## config.mk

```make
export PLATFORM = sky130hd
export DESIGN_NAME = cam_cov_monitor_flat
export DESIGN_NICKNAME = d
export VERILOG_FILES = /design/src/rtl/cam_cov_if.sv /design/src/rtl/cam_cov_monitor.sv /design/src/flat_wrapper.sv
export SDC_FILE = /design/constraint.sdc
export NUM_CORES = 1
export LEC_CHECK = 0
export ABC_AREA = 1
export BUFFER_PORTS_ARGS = -buffer_cell sky130_fd_sc_hd__clkbuf_2
export CORE_ASPECT_RATIO = 1.4
export CORE_MARGIN = 2
export CORE_UTILIZATION = 45
export CTS_CLUSTER_DIAMETER = 60
export CTS_CLUSTER_SIZE = 10
export DETAILED_ROUTE_END_ITERATION = 10
export PLACE_DENSITY_LB_ADDON = 0.15
export SYNTH_ARGS = -nofsm -noshare
export SYNTH_HDL_FRONTEND = slang
export SYNTH_SLANG_ARGS = --single-unit
```

## constraint.sdc

```tcl
create_clock -name clk -period 8.3 [get_ports clk]
set_input_delay 0.415 -clock clk [delete_from_list [all_inputs] [get_ports clk]]
set_output_delay 0.415 -clock clk [all_outputs]
set_load 0.01 [all_outputs]
```

## src/rtl/cam_cov_if.sv

```systemverilog
// Snoop bundle between the CAM environment and the coverage monitor.
// The master drives the request and DUT-response pins; the slave (monitor) returns the cover and error outputs.
interface cam_cov_if #(
  parameter int camsize_p   = 8,
  parameter int key_width_p = 16,
  parameter int val_width_p = 32
);
  logic                   valid_i;
  logic                   rw_n_i;
  logic [key_width_p-1:0] key_i;
  logic [val_width_p-1:0] val_i;
  logic                   dut_valid_i;
  logic [val_width_p-1:0] dut_val_i;
  logic [camsize_p-1:0]   evict_cov_o;
  logic [camsize_p-1:0]   hit_cov_o;
  logic                   ww_cov_o;
  logic                   wr_cov_o;
  logic                   read_error_o;
  logic [15:0]            err_cnt_o;

  modport master (
    output valid_i, rw_n_i, key_i, val_i, dut_valid_i, dut_val_i,
    input  evict_cov_o, hit_cov_o, ww_cov_o, wr_cov_o, read_error_o, err_cnt_o
  );

  modport slave (
    input  valid_i, rw_n_i, key_i, val_i, dut_valid_i, dut_val_i,
    output evict_cov_o, hit_cov_o, ww_cov_o, wr_cov_o, read_error_o, err_cnt_o
  );
endinterface

```

## src/rtl/cam_cov_monitor.sv

```systemverilog
// True-LRU shadow of the CAM under test: checks read responses one cycle after
// each read hit and collects sticky hit/evict/back-to-back cover bits.
module cam_cov_monitor #(
  parameter int camsize_p   = 8,
  parameter int key_width_p = 16,
  parameter int val_width_p = 32
) (
  input logic     clk,
  input logic     rst_n,
  cam_cov_if.slave bus
);
  localparam int AW = (camsize_p > 1) ? $clog2(camsize_p) : 1;
  localparam logic [AW-1:0] LRU_AGE = AW'(camsize_p - 1);

  logic [camsize_p-1:0]   ent_vld;
  logic [key_width_p-1:0] ent_key [camsize_p];
  logic [val_width_p-1:0] ent_val [camsize_p];
  logic [AW-1:0]          ent_age [camsize_p];

  logic                   hit;
  logic [AW-1:0]          hit_idx;
  logic                   free_found;
  logic [AW-1:0]          free_idx;
  logic [AW-1:0]          lru_idx;
  logic                   wr_op;
  logic                   rd_hit;
  logic                   touch;
  logic                   evict;
  logic [AW-1:0]          touch_idx;
  logic [AW-1:0]          touch_age;
  logic                   read_err;

  logic                   vld_p1;
  logic [val_width_p-1:0] exp_val_p1;
  logic                   prev_vld_p1;
  logic                   prev_rw_n_p1;
  logic [key_width_p-1:0] prev_key_p1;

  logic [camsize_p-1:0]   evict_cov;
  logic [camsize_p-1:0]   hit_cov;
  logic                   ww_cov;
  logic                   wr_cov;
  logic                   read_error;
  logic [15:0]            err_cnt;

  function automatic logic [15:0] sat_inc(input logic [15:0] cnt);
    return (cnt == 16'hFFFF) ? cnt : cnt + 16'd1;
  endfunction

  always_comb begin
    hit        = 1'b0;
    hit_idx    = '0;
    free_found = 1'b0;
    free_idx   = '0;
    lru_idx    = '0;
    for (int i = 0; i < camsize_p; i++) begin
      if (ent_vld[i] && ent_key[i] == bus.key_i) begin
        hit     = 1'b1;
        hit_idx = AW'(i);
      end
      if (ent_age[i] == LRU_AGE) lru_idx = AW'(i);
    end
    // Scan downward so the lowest-index free slot wins
    for (int i = camsize_p - 1; i >= 0; i--) begin
      if (!ent_vld[i]) begin
        free_found = 1'b1;
        free_idx   = AW'(i);
      end
    end
  end

  assign wr_op     = bus.valid_i && !bus.rw_n_i;
  assign rd_hit    = bus.valid_i && bus.rw_n_i && hit;
  assign touch     = wr_op || rd_hit;
  assign evict     = wr_op && !hit && !free_found;
  assign touch_idx = hit ? hit_idx : (free_found ? free_idx : lru_idx);
  // An invalid slot being filled behaves as if it were the LRU entry
  assign touch_age = ent_vld[touch_idx] ? ent_age[touch_idx] : LRU_AGE;

  assign read_err  = vld_p1 ? (!bus.dut_valid_i || bus.dut_val_i != exp_val_p1)
                            : bus.dut_valid_i;

  // Stage p0 -> shadow state update (LRU bookkeeping)
  always_ff @(posedge clk or negedge rst_n) begin
    if (!rst_n) begin
      ent_vld <= '0;
      for (int i = 0; i < camsize_p; i++) ent_age[i] <= '0;
    end else if (touch) begin
      for (int i = 0; i < camsize_p; i++) begin
        if (ent_vld[i] && ent_age[i] < touch_age) ent_age[i] <= ent_age[i] + 1'b1;
      end
      ent_age[touch_idx] <= '0;
      ent_vld[touch_idx] <= 1'b1;
    end
  end

  always_ff @(posedge clk) begin
    if (wr_op) begin
      ent_key[touch_idx] <= bus.key_i;
      ent_val[touch_idx] <= bus.val_i;
    end
    if (rd_hit) exp_val_p1 <= ent_val[hit_idx];
    prev_key_p1 <= bus.key_i;
  end

  // Stage p1 -> response check and cover collection
  always_ff @(posedge clk or negedge rst_n) begin
    if (!rst_n) begin
      vld_p1       <= 1'b0;
      prev_vld_p1  <= 1'b0;
      prev_rw_n_p1 <= 1'b0;
      evict_cov    <= '0;
      hit_cov      <= '0;
      ww_cov       <= 1'b0;
      wr_cov       <= 1'b0;
      read_error   <= 1'b0;
      err_cnt      <= '0;
    end else begin
      vld_p1       <= rd_hit;
      prev_vld_p1  <= bus.valid_i;
      prev_rw_n_p1 <= bus.rw_n_i;
      read_error   <= read_err;
      if (read_err) err_cnt <= sat_inc(err_cnt);
      if (bus.valid_i && hit) hit_cov[hit_idx] <= 1'b1;
      if (evict) evict_cov[lru_idx] <= 1'b1;
      if (bus.valid_i && prev_vld_p1 && !prev_rw_n_p1 && bus.key_i == prev_key_p1) begin
        if (bus.rw_n_i) wr_cov <= 1'b1;
        else            ww_cov <= 1'b1;
      end
    end
  end

  assign bus.evict_cov_o  = evict_cov;
  assign bus.hit_cov_o    = hit_cov;
  assign bus.ww_cov_o     = ww_cov;
  assign bus.wr_cov_o     = wr_cov;
  assign bus.read_error_o = read_error;
  assign bus.err_cnt_o    = err_cnt;
endmodule
```

## src/flat_wrapper.sv

```systemverilog
// flat-port wrapper written by rule: the top's interface ports become plain ports
module cam_cov_monitor_flat 
#(
  parameter int camsize_p   = 8,
  parameter int key_width_p = 16,
  parameter int val_width_p = 32
)
  (clk, rst_n, bus_valid_i, bus_rw_n_i, bus_key_i, bus_val_i, bus_dut_valid_i, bus_dut_val_i, bus_evict_cov_o, bus_hit_cov_o, bus_ww_cov_o, bus_wr_cov_o, bus_read_error_o, bus_err_cnt_o);
  cam_cov_if #(.camsize_p(camsize_p), .key_width_p(key_width_p), .val_width_p(val_width_p)) bus_i ();
  input logic clk;
  input logic rst_n;
  input wire logic [$bits(bus_i.valid_i)-1:0] bus_valid_i;
  input wire logic [$bits(bus_i.rw_n_i)-1:0] bus_rw_n_i;
  input wire logic [$bits(bus_i.key_i)-1:0] bus_key_i;
  input wire logic [$bits(bus_i.val_i)-1:0] bus_val_i;
  input wire logic [$bits(bus_i.dut_valid_i)-1:0] bus_dut_valid_i;
  input wire logic [$bits(bus_i.dut_val_i)-1:0] bus_dut_val_i;
  output wire logic [$bits(bus_i.evict_cov_o)-1:0] bus_evict_cov_o;
  output wire logic [$bits(bus_i.hit_cov_o)-1:0] bus_hit_cov_o;
  output wire logic [$bits(bus_i.ww_cov_o)-1:0] bus_ww_cov_o;
  output wire logic [$bits(bus_i.wr_cov_o)-1:0] bus_wr_cov_o;
  output wire logic [$bits(bus_i.read_error_o)-1:0] bus_read_error_o;
  output wire logic [$bits(bus_i.err_cnt_o)-1:0] bus_err_cnt_o;
  assign bus_i.valid_i = bus_valid_i;
  assign bus_i.rw_n_i = bus_rw_n_i;
  assign bus_i.key_i = bus_key_i;
  assign bus_i.val_i = bus_val_i;
  assign bus_i.dut_valid_i = bus_dut_valid_i;
  assign bus_i.dut_val_i = bus_dut_val_i;
  assign bus_evict_cov_o = bus_i.evict_cov_o;
  assign bus_hit_cov_o = bus_i.hit_cov_o;
  assign bus_ww_cov_o = bus_i.ww_cov_o;
  assign bus_wr_cov_o = bus_i.wr_cov_o;
  assign bus_read_error_o = bus_i.read_error_o;
  assign bus_err_cnt_o = bus_i.err_cnt_o;
  cam_cov_monitor #(.camsize_p(camsize_p), .key_width_p(key_width_p), .val_width_p(val_width_p)) u_core (.clk(clk), .rst_n(rst_n), .bus(bus_i));
endmodule
```

==> impl_metrics.csv <==
group,metric,value,unit
run_status,outcome,"completed",
power_and_ir_drop,p_per_area,289,nW/µm²
logic_synthesis,async_reset_ff_share,13.9,%
clock_network,cts.reportedPaths.clkPinSlew,0.05,ns
flow_run,drv_cap,0,
logic_synthesis,avgSynthCellArea,9.98,µm²
timing,worst_slack,3.49,ns
grt,overflow,0,
floorplan,die_height,272,µm
drt,firstDrtPassIters,5,
clock_network,post_cts_resized,0,
drt,drt-initial-drc-count,1189,
timing,fmax,208,MHz
timing,hold_violations,0,
floorplan,fp-row-count,98,
clock_network,cts.path.max_buffers,3,
timing,rsz0062_at_grt,"no",
clock_network,post_cts_buffers,0,
floorplan,core,50900,µm²
setup_path,rr_startpoint,"u_core.ent_vld[2]$_DFFE_PN0P_",
place,placedInstanceArea,24400,µm²
grt,grt_pass1_vias,16800,
power_and_ir_drop,p_seq_share,42.5,%
setup_path,crit_family,"simple AND/OR/NAND/NOR gates",
place,routabilityCongestion,0.957,
finish,num-fill-cells,4636,
logic_synthesis,yosys_register_bits,502,
drt,drt-total-wl,66900,µm
power_and_ir_drop,p_comb_share,27.2,%
power_and_ir_drop,p_sw,2.56,mW
clock_network,numCtsBuffers,56,
finish,finalInstanceArea,26100,µm²
logic_synthesis,syn_nets,2418,
worst_hold_path,holdPathEnd,"u_core.prev_vld_p1$_DFF_PN0_",
finish,seqCellArea,14600,µm²
floorplan,pin_count,120,
floorplan,die_x,196,µm
drt,vias,16800,
timing,final.min_clock_period,4.81,ns
logic_synthesis,synth.distinct_cells,48,
setup_path,critical_path.endpoint_type,"register",
power_and_ir_drop,p_leak,10.8,nW
setup_path,path_depth,19,
floorplan,start_util,45.5,%
logic_synthesis,synth.most_common_cell,"nand2_1",
place,dpl_worst_slack,2.87,ns
setup_path,crit_path_max_incr_delay,0.69,ns
setup_path,r2r_end,"u_core.ent_val[4][19]$_DFFE_PP_",
timing,tightest_slew,1.03,ns
power_and_ir_drop,switching_share,34.0,%
setup_path,worst-path-buf-inv,7,
timing,slew_viol_final,0,
finish,finalNonFillerCells,3140,
drt,drc,0,
worst_hold_path,hp-class,"primary input to register",
setup_path,critPathLaunchType,"primary input",
logic_synthesis,synthCells,2317,
drt,antenna_left,0,
setup_path,reg2reg_slack,3.68,ns
clock_network,clkSinkCount,502,
grt,grt_max_degree,102,
worst_hold_path,hold_path_depth,1,
logic_synthesis,synth-seq-area-share,63.0,%
power_and_ir_drop,intPower,4.98,mW
grt,antenna_found_initial,5,
timing,maxSlewHeadroom,31.2,%
logic_synthesis,synthDominantAreaCellType,"edfxtp_1",
logic_synthesis,synth_edf_count,416,
power_and_ir_drop,clkPwrFrac,30.2,%
logic_synthesis,yosys-top-cells-count,"nand2_1 (612), edfxtp_1 (416), nor2_1 (338)",
power_and_ir_drop,ir_drop,194,µV
setup_path,crit_arrival,5.06,ns
logic_synthesis,synth_top_area_share,54.0,%
clock_network,clockRootBuffer,"clkbuf_16",
setup_path,cp_max_fo,35,
setup_path,crit_top_cell,"nor2_1",
grt,grt_usage,25.3,%
setup_path,worstSetupPathType,"primary input to register",
timing,fin_skew,0.0170,ns
setup_path,reg2reg_depth,17,
clock_network,cts_tree,"yes",
setup_path,worstPathRequired,8.55,ns
logic_synthesis,synthesis.area,23100,µm²
place,hpwl,43700,µm
finish,nets,2542,
timing,fin_tns_setup,0,ns
logic_synthesis,yosysWarnings,0,
floorplan,dieArea,53300,µm²
clock_network,cts_hold_buf,1,
drt,wl_per_cell,21.3,µm
drt,avgViaCountPerCell,5.34,
clock_network,insertion_delay,0.61,ns
setup_path,cp_slowest_cell,"nor2_4",
place,dp.cells,3031,
place,port_buffers,119,
finish,drive_above_1_share,11.7,%
finish,area_growth,12.7,%
logic_synthesis,synth.area.top_cells,"edfxtp_1 (54%), nand2_1 (9.9%), dfrtp_1 (7.6%), nor2_1 (5.5%), inv_1 (3.2%)",
finish,multiInputGateArea,7440,µm²
logic_synthesis,ys.flop_type,"edfxtp_1",
timing,post-route-period-util,58.0,%
worst_hold_path,hold_start,"bus_valid_i",
setup_path,cp_cell_sequence,"clkbuf_2, inv_1, nand2_1, nand2_1, nor2_1, nand3_1, nor2_1, nand2_1, nand2_2, inv_2, nand3_2, buf_4, nor2_1, nor2_4, inv_2, nor2_1, inv_1, nor2_4, buf_4",
timing,final-setup-viol-count,0,
grt,grt_pass1_wl,101000,µm
clock_network,htreeDepth,2,
power by group through the flow:
stage	clock [mW]	combinational [mW]	sequential [mW]
2_1_floorplan	0	1.51	3.22
3_3_place_gp	0	2.02	3.25
3_5_place_dp	0	2.06	3.25
4_1_cts	2.33	2.06	3.20
5_1_grt	2.42	2.32	3.23
6_report	2.28	2.05	3.21
cell families (layout without fill, tap and decap cells):
| family | Yosys count | in the layout | synth area share, % |
|---|---|---|---|
| other | 0 | 2 | 0 |
| xor gates and xnor gates | 78 | 78 | 2.95 |
| muxes | 2 | 2 | 0.0973 |
| DFF | 502 | 502 | 63.0 |
| AOI/OAI and AO/OA | 272 | 272 | 6.97 |
| and+or+nand+nor | 1152 | 1152 | 20.9 |
| adders and majority gates | 16 | 16 | 0.865 |
| buffers and inverters | 295 | 466 | 5.22 |
cells in the final DEF (no fill, tap or decap), types with 4 or more instances in the layout:
cell       instances
dfxtp_1           16
nor2_2             9
nand3b_1           6
a21oi_1           17
clkbuf_1          43
nand2_2           13
nand2_1          612
nor4_1             5
or2_2              9
nand3_2            8
o211ai_1           4
clkbuf_16         57
clkbuf_2         118
xor2_1            40
nor3_1            15
o21bai_1          23
ha_1              16
o221ai_1          31
xnor2_1           38
inv_2             26
nor2_1           326
dfrtp_1           70
buf_4             18
nand4_1           41
nor2_4            12
o21ai_0          145
inv_1            194
edfxtp_1         416
o22ai_1           32
nand3_1           77
o21ai_1           14
worst max path at each step:
stage / endpoint / start / slack [ns]
global route: u_core.ent_val[4][12]$_DFFE_PP_ / bus_key_i[2] / 3.18
finish: u_core.ent_val[4][19]$_DFFE_PP_ / bus_key_i[2] / 3.49
detailed placement: u_core.ent_val[4][19]$_DFFE_PP_ / bus_key_i[2] / 2.87
global placement: u_core.ent_val[4][22]$_DFFE_PP_ / bus_key_i[2] / 2.88
CTS: u_core.ent_val[4][25]$_DFFE_PP_ / bus_key_i[2] / 3.49
floorplan: u_core.ent_key[2][0]$_DFFE_PP_ / bus_key_i[5] / 3.85
metrics by stage:
stage / power (mW) / hold slack [ns] / util [%]
global placement: 5.27 / 0.457 / 47.9
global route: 7.97 / 0.0369 / 51.2
floorplan: 4.73 / 0.119 / -
detailed placement: 5.31 / 0.457 / 47.9
CTS: 7.59 / 0.00436 / 51.2
finish: 7.54 / 0.0618 / 51.2
cell type report:
cell class / count / share of cell area, %
Clock inverter: 3 / 0.197
Tap cell: 650 / 3.12
Multi-Input combinational cell: 1520 / 28.5
Timing Repair Buffer: 138 / 2.86
Inverter: 223 / 3.21
Clock buffer: 102 / 6.19
Sequential cell: 502 / 55.9
Antenna cell: 2 / 0.0192
per-layer routing:
layer  GRT usage (%)  share of wire, %  vias up
li1                -                 -     8028
met1            31.0                40     8119
met2            44.8                51      475
met3            3.84               4.9      140
met4            9.98               4.0        8
met5               0             0.076        -
registers in the layout, summed over array words and instances, names as in the netlist, 8 cells and up:
| signal | count |
|---|---|
| u_core.bus.hit_cov_o | 8 |
| u_core.ent_val | 256 |
| u_core.ent_vld | 8 |
| u_core.bus.err_cnt_o | 16 |
| u_core.exp_val_p1 | 32 |
| u_core.ent_age | 24 |
| u_core.ent_key | 128 |
| u_core.prev_key_p1 | 16 |
| u_core.bus.evict_cov_o | 8 |
Power figures use the tool's default switching activity.
